$ cat config.mk
export PLATFORM = sky130hd
export DESIGN_NAME = sdram_cmd_arbiter
export DESIGN_NICKNAME = d
export VERILOG_FILES = /design/src/rtl/sdram_cmd_arbiter.sv
export SDC_FILE = /design/constraint.sdc
export NUM_CORES = 1
export LEC_CHECK = 0
export BUFFER_PORTS_ARGS = -buffer_cell sky130_fd_sc_hd__clkbuf_2
export CAP_MARGIN = 20
export CORE_UTILIZATION = 35
export CTS_CLUSTER_DIAMETER = 200
export DETAILED_ROUTE_END_ITERATION = 6
export PLACE_DENSITY = 0.63
export SKIP_LAST_GASP = 1
export SLEW_MARGIN = 10
export SYNTH_ARGS = -nofsm -noshare
export SYNTH_HDL_FRONTEND = slang
export SYNTH_SLANG_ARGS = --single-unit
$ cat constraint.sdc
create_clock -name clk -period 4.28 [get_ports clk]
set_clock_uncertainty 0.05 [all_clocks]
set_input_delay 0.428 -clock clk [delete_from_list [all_inputs] [get_ports clk]]
set_output_delay 0.428 -clock clk [all_outputs]
set_load 0.02 [all_outputs]
$ cat src/rtl/sdram_cmd_arbiter.sv
// -----------------------------------------------------------------------------
// sdram_cmd_arbiter
//
// Arbitrates SDRAM access between a video refill engine and a cache
// (write-back and line fill). One burst is issued at a time; the FSM walks
// IDLE -> ISSUE (command held until the controller acknowledges) -> XFER
// (data words counted) -> IDLE.
//
// Priority, sampled in IDLE only: video (vid_en & vid_low) > wb_req > fill_req.
//
// Ports
//   clk, rst            SDRAM-domain clock, synchronous active-high reset
//   vid_en, vid_low     video refill enable / FIFO almost-empty
//   frame_sync          one-cycle pulse: restart video address at 0
//   wb_req, wb_addr     cache write-back request (level) and line address
//   fill_req, fill_addr cache fill request (level) and line address
//   sys_cmd, sys_addr   command / word address to the SDRAM controller
//                       (00 nop, 01 write 256 B, 10 read 32 B, 11 read 256 B)
//   sys_cmd_ack         controller echo of the accepted command
//   sys_rd_data_valid   read word strobe, sys_dout carries the word
//   sys_wr_data_valid   write word strobe
//   vfifo_we/vfifo_data video FIFO write of a packed {second, first} word pair
//   cache_we, cache_re  cache fill / drain strobes while the cache owns XFER
//   busy                high whenever the FSM is not IDLE
// -----------------------------------------------------------------------------
module sdram_cmd_arbiter #(
    parameter int VID_BURSTS  = 19200,
    parameter int VID_WORDS   = 16,
    parameter int CACHE_WORDS = 128
) (
    input  logic        clk,
    input  logic        rst,
    input  logic        vid_en,
    input  logic        vid_low,
    input  logic        frame_sync,
    input  logic        wb_req,
    input  logic [16:0] wb_addr,
    input  logic        fill_req,
    input  logic [16:0] fill_addr,
    output logic [1:0]  sys_cmd,
    output logic [22:0] sys_addr,
    input  logic [1:0]  sys_cmd_ack,
    input  logic        sys_rd_data_valid,
    input  logic        sys_wr_data_valid,
    input  logic [15:0] sys_dout,
    output logic        vfifo_we,
    output logic [31:0] vfifo_data,
    output logic        cache_we,
    output logic        cache_re,
    output logic        busy
);

    typedef enum logic [1:0] {IDLE, ISSUE, XFER} state_t;
    typedef enum logic {OWN_VIDEO, OWN_CACHE} owner_t;

    localparam logic [1:0] CMD_NOP   = 2'b00;
    localparam logic [1:0] CMD_WR256 = 2'b01;
    localparam logic [1:0] CMD_RD32  = 2'b10;
    localparam logic [1:0] CMD_RD256 = 2'b11;

    localparam int MAX_WORDS = (VID_WORDS > CACHE_WORDS) ? VID_WORDS : CACHE_WORDS;
    localparam int CNT_W     = $clog2(MAX_WORDS + 1);

    localparam logic [CNT_W-1:0] VID_LAST   = CNT_W'(VID_WORDS - 1);
    localparam logic [CNT_W-1:0] CACHE_LAST = CNT_W'(CACHE_WORDS - 1);
    localparam logic [18:0]      PTR_LAST   = 19'(VID_BURSTS - 1);

    state_t            state;
    owner_t            owner;
    logic [18:0]       vid_ptr;
    logic              sync_pending;  // frame_sync seen outside IDLE, not yet applied
    logic              sync_issued;   // the video burst in ISSUE used address 0 because of sync_pending
    logic [CNT_W-1:0]  word_cnt;
    logic              pair_phase;    // 0: next video word is the low half
    logic [15:0]       held_word;

    logic              vid_eligible;
    logic              any_req;
    logic [22:0]       video_addr;
    logic [18:0]       vid_ptr_next;
    logic              xfer_video;
    logic              xfer_cache;
    logic              word_strobe;
    logic              last_word;

    assign vid_eligible = vid_en & vid_low;
    assign any_req      = vid_eligible | wb_req | fill_req;

    // A pending or same-cycle frame_sync makes the burst being issued start the frame.
    assign video_addr   = {1'b1, (frame_sync | sync_pending) ? 19'd0 : vid_ptr, 3'b000};
    assign vid_ptr_next = (vid_ptr == PTR_LAST) ? 19'd0 : vid_ptr + 19'd1;

    assign xfer_video = (state == XFER) && (owner == OWN_VIDEO);
    assign xfer_cache = (state == XFER) && (owner == OWN_CACHE);

    // NOTE: every signal driven from always_comb gets a default first, so no path leaves it unassigned and no latch is inferred.
    always_comb begin
        word_strobe = 1'b0;
        if (xfer_video)
            word_strobe = sys_rd_data_valid;
        else if (xfer_cache)
            word_strobe = sys_rd_data_valid | sys_wr_data_valid;
    end

    assign last_word = (word_cnt == ((owner == OWN_VIDEO) ? VID_LAST : CACHE_LAST));

    // The cache strobes follow the controller strobes in the same cycle so the
    // cache sees each word while sys_dout / the write path are valid.
    assign cache_we = ~rst & xfer_cache & sys_rd_data_valid;
    assign cache_re = ~rst & xfer_cache & sys_wr_data_valid;

    // NOTE: sequential state uses non-blocking assignments only, so every register samples pre-edge values regardless of statement order.
    always_ff @(posedge clk) begin
        if (rst) begin
            state        <= IDLE;
            owner        <= OWN_VIDEO;
            sys_cmd      <= CMD_NOP;
            sys_addr     <= '0;
            vid_ptr      <= '0;
            sync_pending <= 1'b0;
            sync_issued  <= 1'b0;
            word_cnt     <= '0;
            pair_phase   <= 1'b0;
            held_word    <= '0;
            vfifo_we     <= 1'b0;
            vfifo_data   <= '0;
            busy         <= 1'b0;
        end else begin
            vfifo_we <= 1'b0;

            case (state)
                IDLE: begin
                    if (frame_sync) begin
                        vid_ptr      <= '0;
                        sync_pending <= 1'b0;
                    end
                    if (any_req) begin
                        state <= ISSUE;
                        busy  <= 1'b1;
                        if (vid_eligible) begin
                            sys_cmd     <= CMD_RD32;
                            sys_addr    <= video_addr;
                            sync_issued <= sync_pending & ~frame_sync;
                        end else if (wb_req) begin
                            sys_cmd     <= CMD_WR256;
                            sys_addr    <= {wb_addr, 6'b0};
                            sync_issued <= 1'b0;
                        end else begin
                            sys_cmd     <= CMD_RD256;
                            sys_addr    <= {fill_addr, 6'b0};
                            sync_issued <= 1'b0;
                        end
                    end
                end

                ISSUE: begin
                    if (frame_sync)
                        sync_pending <= 1'b1;
                    if (sys_cmd_ack != CMD_NOP) begin
                        state      <= XFER;
                        sys_cmd    <= CMD_NOP;
                        word_cnt   <= '0;
                        pair_phase <= 1'b0;
                        // The ack value alone decides the owner; a mismatching
                        // ack of 10 still hands the transfer to video.
                        if (sys_cmd_ack == CMD_RD32) begin
                            owner <= OWN_VIDEO;
                            if (sync_issued) begin
                                // This burst already used address 0.
                                vid_ptr      <= 19'd1;
                                sync_pending <= frame_sync;
                            end else begin
                                vid_ptr <= vid_ptr_next;
                            end
                        end else begin
                            owner <= OWN_CACHE;
                        end
                    end
                end

                XFER: begin
                    if (frame_sync)
                        sync_pending <= 1'b1;
                    if (word_strobe) begin
                        if (last_word) begin
                            state    <= IDLE;
                            busy     <= 1'b0;
                            word_cnt <= '0;
                        end else begin
                            word_cnt <= word_cnt + 1'b1;
                        end
                    end
                    if (xfer_video && sys_rd_data_valid) begin
                        if (!pair_phase) begin
                            held_word <= sys_dout;
                        end else begin
                            vfifo_we   <= 1'b1;
                            vfifo_data <= {sys_dout, held_word};
                        end
                        pair_phase <= ~pair_phase;
                    end
                end

                default: begin
                    state <= IDLE;
                    busy  <= 1'b0;
                end
            endcase
        end
    end

endmodule

Word-level counts from Yosys, hierarchy flattened
Index checks and enable logic that the tools add are counted.
{"block": "word_totals", "register_bits": 108, "latch_bits": 0, "ram_bits": 0, "rom_bits": 0, "out_inout_bits": 61, "elab_cells": 105, "mem_count": 0}
{"block": "classes", "addsub": 2, "n_mul": 0, "div": 0, "magnitude_cmp": 0, "n_eq_ne": 12, "n_shift": 0, "muxes": 42, "bitwise_logic": 16, "reduce_logical": 20}
{"op": "2-to-1 mux 19 bit", "n": 6}
{"op": "2-to-1 mux 23 bit", "n": 2}
{"op": "one-hot mux 19 bit (2 select lines)", "n": 1}
{"op": "2-to-1 mux 8 bit", "n": 3}
{"op": "adder 19 x 1 -> 19 bit, second input constant", "n": 1}
{"op": "equality test 19 x 15 -> 1 bit, second input constant", "n": 1}
{"op": "2-to-1 mux 2 bit", "n": 8}
{"op": "one-hot mux 8 bit (2 select lines)", "n": 1}
{"op": "2-to-1 mux 1 bit", "n": 15}
{"op": "AND reduction 3 bit", "n": 5}
{"op": "!= test 2 bit, second input constant", "n": 6}
{"op": "AND reduction 4 bit", "n": 3}
{"op": "adder 8 x 1 -> 8 bit, second input constant", "n": 1}
{"op": "equality test 8 x 7 -> 1 bit", "n": 1}
{"op": "2-to-1 mux 7 bit", "n": 1}
{"op": "inverter 1 bit", "n": 7}
{"op": "one-hot mux 1 bit (3 select lines)", "n": 2}
{"op": "one-hot mux 2 bit (3 select lines)", "n": 1}
{"op": "AND reduction 2 bit", "n": 3}
{"op": "nonzero test 2 bit", "n": 3}
{"op": "bitwise AND 1 bit", "n": 5}
{"op": "equality test 2 bit, second input constant", "n": 2}
{"op": "OR 1 bit", "n": 4}
{"op": "one-hot mux 2 bit (2 select lines)", "n": 1}
{"op": "other kinds (7)", "n": 9}

Logic depth before layout (Yosys ltp)
{"block": "depth", "depth_word": 6, "ltp_mapped": 8, "ltp_nobuf": 7}

Worst setup path after synthesis
No wires, ideal clock.
{"block": "synth_path", "path_type": "input -> register", "from": "in wb_req", "to": "reg sys_addr[14]", "arrival_time_ps": 1620, "path_slack_ps": 2478, "path_stages": 5, "path_cell_list": "buf_2 > clkbuf_1 > mux2_2 > a221oi_1 > nor3_1"}
{"block": "synth_between", "elab_chain_len": 3, "elab_cells_between_ends": 5}
{"item": "from (decl)", "line": "36", "source": "input logic wb_req,"}
{"item": "OR 1 bit (2 in series)", "line": "87", "source": "assign any_req = vid_eligible | wb_req | fill_req;"}
{"item": "AND reduction 2 bit (no line)"}
{"item": "to (signal assigned)", "line": "142", "source": "sys_addr <= video_addr;"}
{"item": "to (signal assigned)", "line": "146", "source": "sys_addr <= {wb_addr, 6'b0};"}
{"item": "to (signal assigned)", "line": "150", "source": "sys_addr <= {fill_addr, 6'b0};"}
{"item": "to (decl)", "line": "41", "source": "output logic [22:0] sys_addr,"}
Parallel ways exist; a longest one is shown, timed or not.
A chain may end at the register's enable or synchronous reset.

Final worst setup path
{"block": "layout_path", "from": "reg vid_ptr[0]", "to": "reg vid_ptr[6]"}
{"block": "layout_between", "elab_chain_len": 6, "elab_cells_between_ends": 7}
{"item": "from (decl)", "line": "70", "source": "logic [18:0] vid_ptr;"}
{"item": "from (signal assigned)", "line": "173", "source": "vid_ptr <= vid_ptr_next;"}
{"item": "adder 19 x 1 -> 19 bit or equality test 19 x 15 -> 1 bit (tied branches)", "line": "91", "source": "assign vid_ptr_next = (vid_ptr == PTR_LAST) ? 19'd0 : vid_ptr + 19'd1;"}
{"item": "2-to-1 mux 19 bit *", "line": "91"}
{"item": "2-to-1 mux 19 bit *", "line": "168", "source": "if (sync_issued) begin"}
{"item": "2-to-1 mux 19 bit *", "line": "166", "source": "if (sys_cmd_ack == CMD_RD32) begin"}
{"item": "2-to-1 mux 19 bit *", "line": "159", "source": "if (sys_cmd_ack != CMD_NOP) begin"}
{"item": "one-hot mux 19 bit (2 select lines) *", "line": "131", "source": "case (state)"}
Every way passes the cells marked *; elsewhere a longest branch is shown, timed or not. The select of a mux whose other input is x is not followed.

==> key figures <==
Drt
  • Initial DRT Pass Iterations: 4
  • Vias per cell: 5.136
  • 1st-iter DRT viols: 268
  • Post-route ant nets: 0
  • Via count: 4412
  • Routed wire length: 11650 um
  • # DRC: 0
  • Routed wire length per instance: 13.56 um

Placed design
  • GP Congestion: 0.8294
  • DP HPWL: 8048 um
  • Dpl ws: 1.711 ns
  • PortBufs: 118
  • Dpl cells: 840

Timing
  • Max Clock Freq: 408.2 MHz
  • Minimum hold slack: 0.2688 ns
  • Slew headroom: 23.98%
  • Total Neg Setup Slack: 0 ns
  • Worst Max-Slew Pin Slew: 1.134 ns
  • Unrepaired setup endpoints after global routing: false
  • Fin. Hold Viols: 0
  • Crit share post-route: 57.24%
  • Final Max Tran Viols: 0
  • Setup Viol. Count Final: 0
  • Final setup margin: 1.830 ns
  • Minimum clock period: 2.450 ns

GRT
  • Top Usage Layer GRT: met2
  • GRT met1 Usage: 20.78%
  • Tot GR Track Use: 16.86%
  • Total global routing overflow: 0
  • First-pass GRT wire length: 19510 um
  • Met2 Usage GRT: 28.95%
  • Met3 Usage GRT: 3.831%
  • Vias in the first global route: 4129
  • Initial antenna violation count: 0
  • Largest net degree at the start of global routing: 95

Clocking
  • # H-tree levels: 3
  • CTS tree: done
  • CTS buffer count: 9
  • Clock-pin transition on the worst setup and hold timing paths: 0.07 ns
  • Post-CTS sizing: 0
  • CTS Sinks: 105
  • Root Driver: clkbuf_16
  • Max Buffers Root-to-Sink: 2
  • # hold bufs at CTS: 0
  • Post-CTS Setup Inserts: 0
  • Worst-skew pair later-pin latency: 0.34 ns

Critical path
  • CP Data Arrival Time: 2.60 ns
  • Slowest-stage cell, CP: dfxtp_1
  • CP cell instances: ha_1, nand3_1, nor4_1, a31oi_1, buf_4, a32oi_1, nor2_1
  • Data required, critical path: 4.43 ns
  • CP Launch Type: flip-flop
  • Crit-path max FO: 12
  • Crit path kind: flip-flop to flip-flop
  • Slowest stage delay, CP: 0.45 ns
  • CP Capture Type: flip-flop

Power and ir drop
  • Pwr/cell area: 518.2 mW/mm^2
  • Maximum vdd drop: 0.0002524 V
  • Pleak: 2.213 nW

Layout
  • Final core utilization: 43.41%
  • Area Growth Syn to Fin: 20.76%
  • Final cell count without fillers: 859
  • Nets: 745
  • ANT cells: 0
  • Layout fillers: 1356
  • Most common cell after layout, fill and taps aside: nand2_1
  • Layout cells sized above 1: 24.89%
  • Commonest non-fill, non-tap cells in the layout: 122 x nand2_1, 117 x clkbuf_2, 105 x dfxtp_1

Floorplanning
  • Core area: 0.01330 mm^2
  • Row cnt: 42
  • Die height: 118.9 um
  • Die W: 118.9 um
  • I/O pin total: 122
  • Die area: 0.01413 mm^2
  • Initial Utilization: 35.95%

Synth
  • Sequential share of the synthesized area: 43.98%
  • #FFs+latches synth: 105
  • Distinct cell type count after synthesis: 57
  • Post-synth EDFFs: 0
  • Netlist Area Pre-Place: 0.004780 mm^2
  • Post-synth top flop: dfxtp_1
  • Syn Inst Count: 583
  • Yosys warns: 0
  • Mean post-synth cell area: 8.198 um^2
  • Ys async rst share: 0%

Min path
  • Worst hold path class: primary input to flip-flop

Run status
  • Status: complete, no violations

Job
  • Max-cap violation count: 0
==> area by class of cell <==
type	count	area (um^2)	share of cell area (%)
Sequential cell	105	2102	36.42
Clock buffer	10	239.0	4.140
Clock inverter	6	96.34	1.669
Multi-Input combinational cell	429	2434	42.16
Inverter	8	30.03	0.5203
Timing Repair Buffer	125	650.6	11.27
Tap cell	176	220.2	3.815
==> worst max-delay path, delay by kind of cell, from the launching register on <==
family	cells	cell delay (ns)
buf+inv	1	0.32
flops	1	0.45
fa+ha+maj	1	0.25
compound gates	2	0.63
simple gates	3	0.61
==> final timing paths <==
path	startpoint	to	slack (ns)	cells after the start
max	vid_ptr[0]	vid_ptr[6]	1.83	7
min	sys_dout[14]	vfifo_data[30]	0.27	3
max reg2reg	vid_ptr[0]	vid_ptr[6]	1.83	7
min reg2reg	held_word[6]	vfifo_data[6]	0.40	2
==> state kept, by name, summed over array words and instances, names as in the netlist, 2 cells and up <==
signal,cells
sys_addr,20
sys_cmd,2
held_word,16
state,2
vid_ptr,19
vfifo_data,32
word_cnt,8
==> per-stage QoR <==
stage	total power, mW	area [um^2]
floorplan	1.865	4787
global placement	2.066	5406
detailed placement	2.088	5406
CTS	3.006	5742
global route	3.185	5772
finish	2.991	5772
==> power by group <==
| part | switching (mW) | internal [mW] | total [mW] |
|---|---|---|---|
| clock | 0.374 | 0.537 | 0.911 |
| combinational | 0.595 | 0.313 | 0.908 |
| sequential | 0.0787 | 1.09 | 1.17 |
==> logic make-up after synthesis <==
family,after synthesis,share of synthesized area (%)
flip-flops,105,43.98
buffers and inverters,51,5.367
adder cells (fa/ha/maj),6,1.571
AND/OR/NAND/NOR,264,25.45
XOR/XNOR,10,1.832
multiplexers,17,3.979
AO/OA/AOI/OAI,129,17.75
other,1,0.07846
==> cell usage after synthesis, types with 2 or more instances <==
| library cell | number | area (um^2) |
|---|---|---|
| o21ai_0 | 12 | 60.06 |
| nand3_1 | 21 | 105.1 |
| nor3b_2 | 2 | 25.02 |
| mux2_2 | 16 | 180.2 |
| nor4_1 | 4 | 25.02 |
| a31oi_1 | 15 | 93.84 |
| xnor2_1 | 4 | 35.03 |
| nand4_1 | 8 | 50.05 |
| o211ai_1 | 2 | 15.01 |
| buf_4 | 4 | 30.03 |
| a32oi_1 | 3 | 26.28 |
| and4_1 | 4 | 35.03 |
| buf_2 | 10 | 50.05 |
| dfxtp_1 | 105 | 2102 |
| a221oi_1 | 16 | 140.1 |
| and3_1 | 4 | 25.02 |
| xor2_1 | 6 | 52.55 |
| ha_1 | 6 | 75.07 |
| a22oi_1 | 5 | 37.54 |
| nor2b_1 | 7 | 43.79 |
| o31ai_1 | 2 | 15.01 |
| inv_1 | 8 | 30.03 |
| clkbuf_1 | 25 | 93.84 |
| nor3_1 | 18 | 90.09 |
| a21oi_1 | 58 | 290.3 |
| nand2b_1 | 3 | 18.77 |
| and2_1 | 4 | 25.02 |
| nor2_1 | 52 | 195.2 |
| a311oi_1 | 2 | 17.52 |
| clkbuf_8 | 3 | 41.29 |
| a211oi_1 | 2 | 15.01 |
| nand3b_1 | 3 | 22.52 |
| nand4b_1 | 4 | 35.03 |
| nand2_1 | 122 | 457.9 |
==> metal layers <==
metal	part of all wire (%)	vias up
li1	-	2228
met1	44	2064
met2	49	107
met3	4.8	13
met4	1.2	0
met5	0	-
Power figures use the tool's default switching activity.
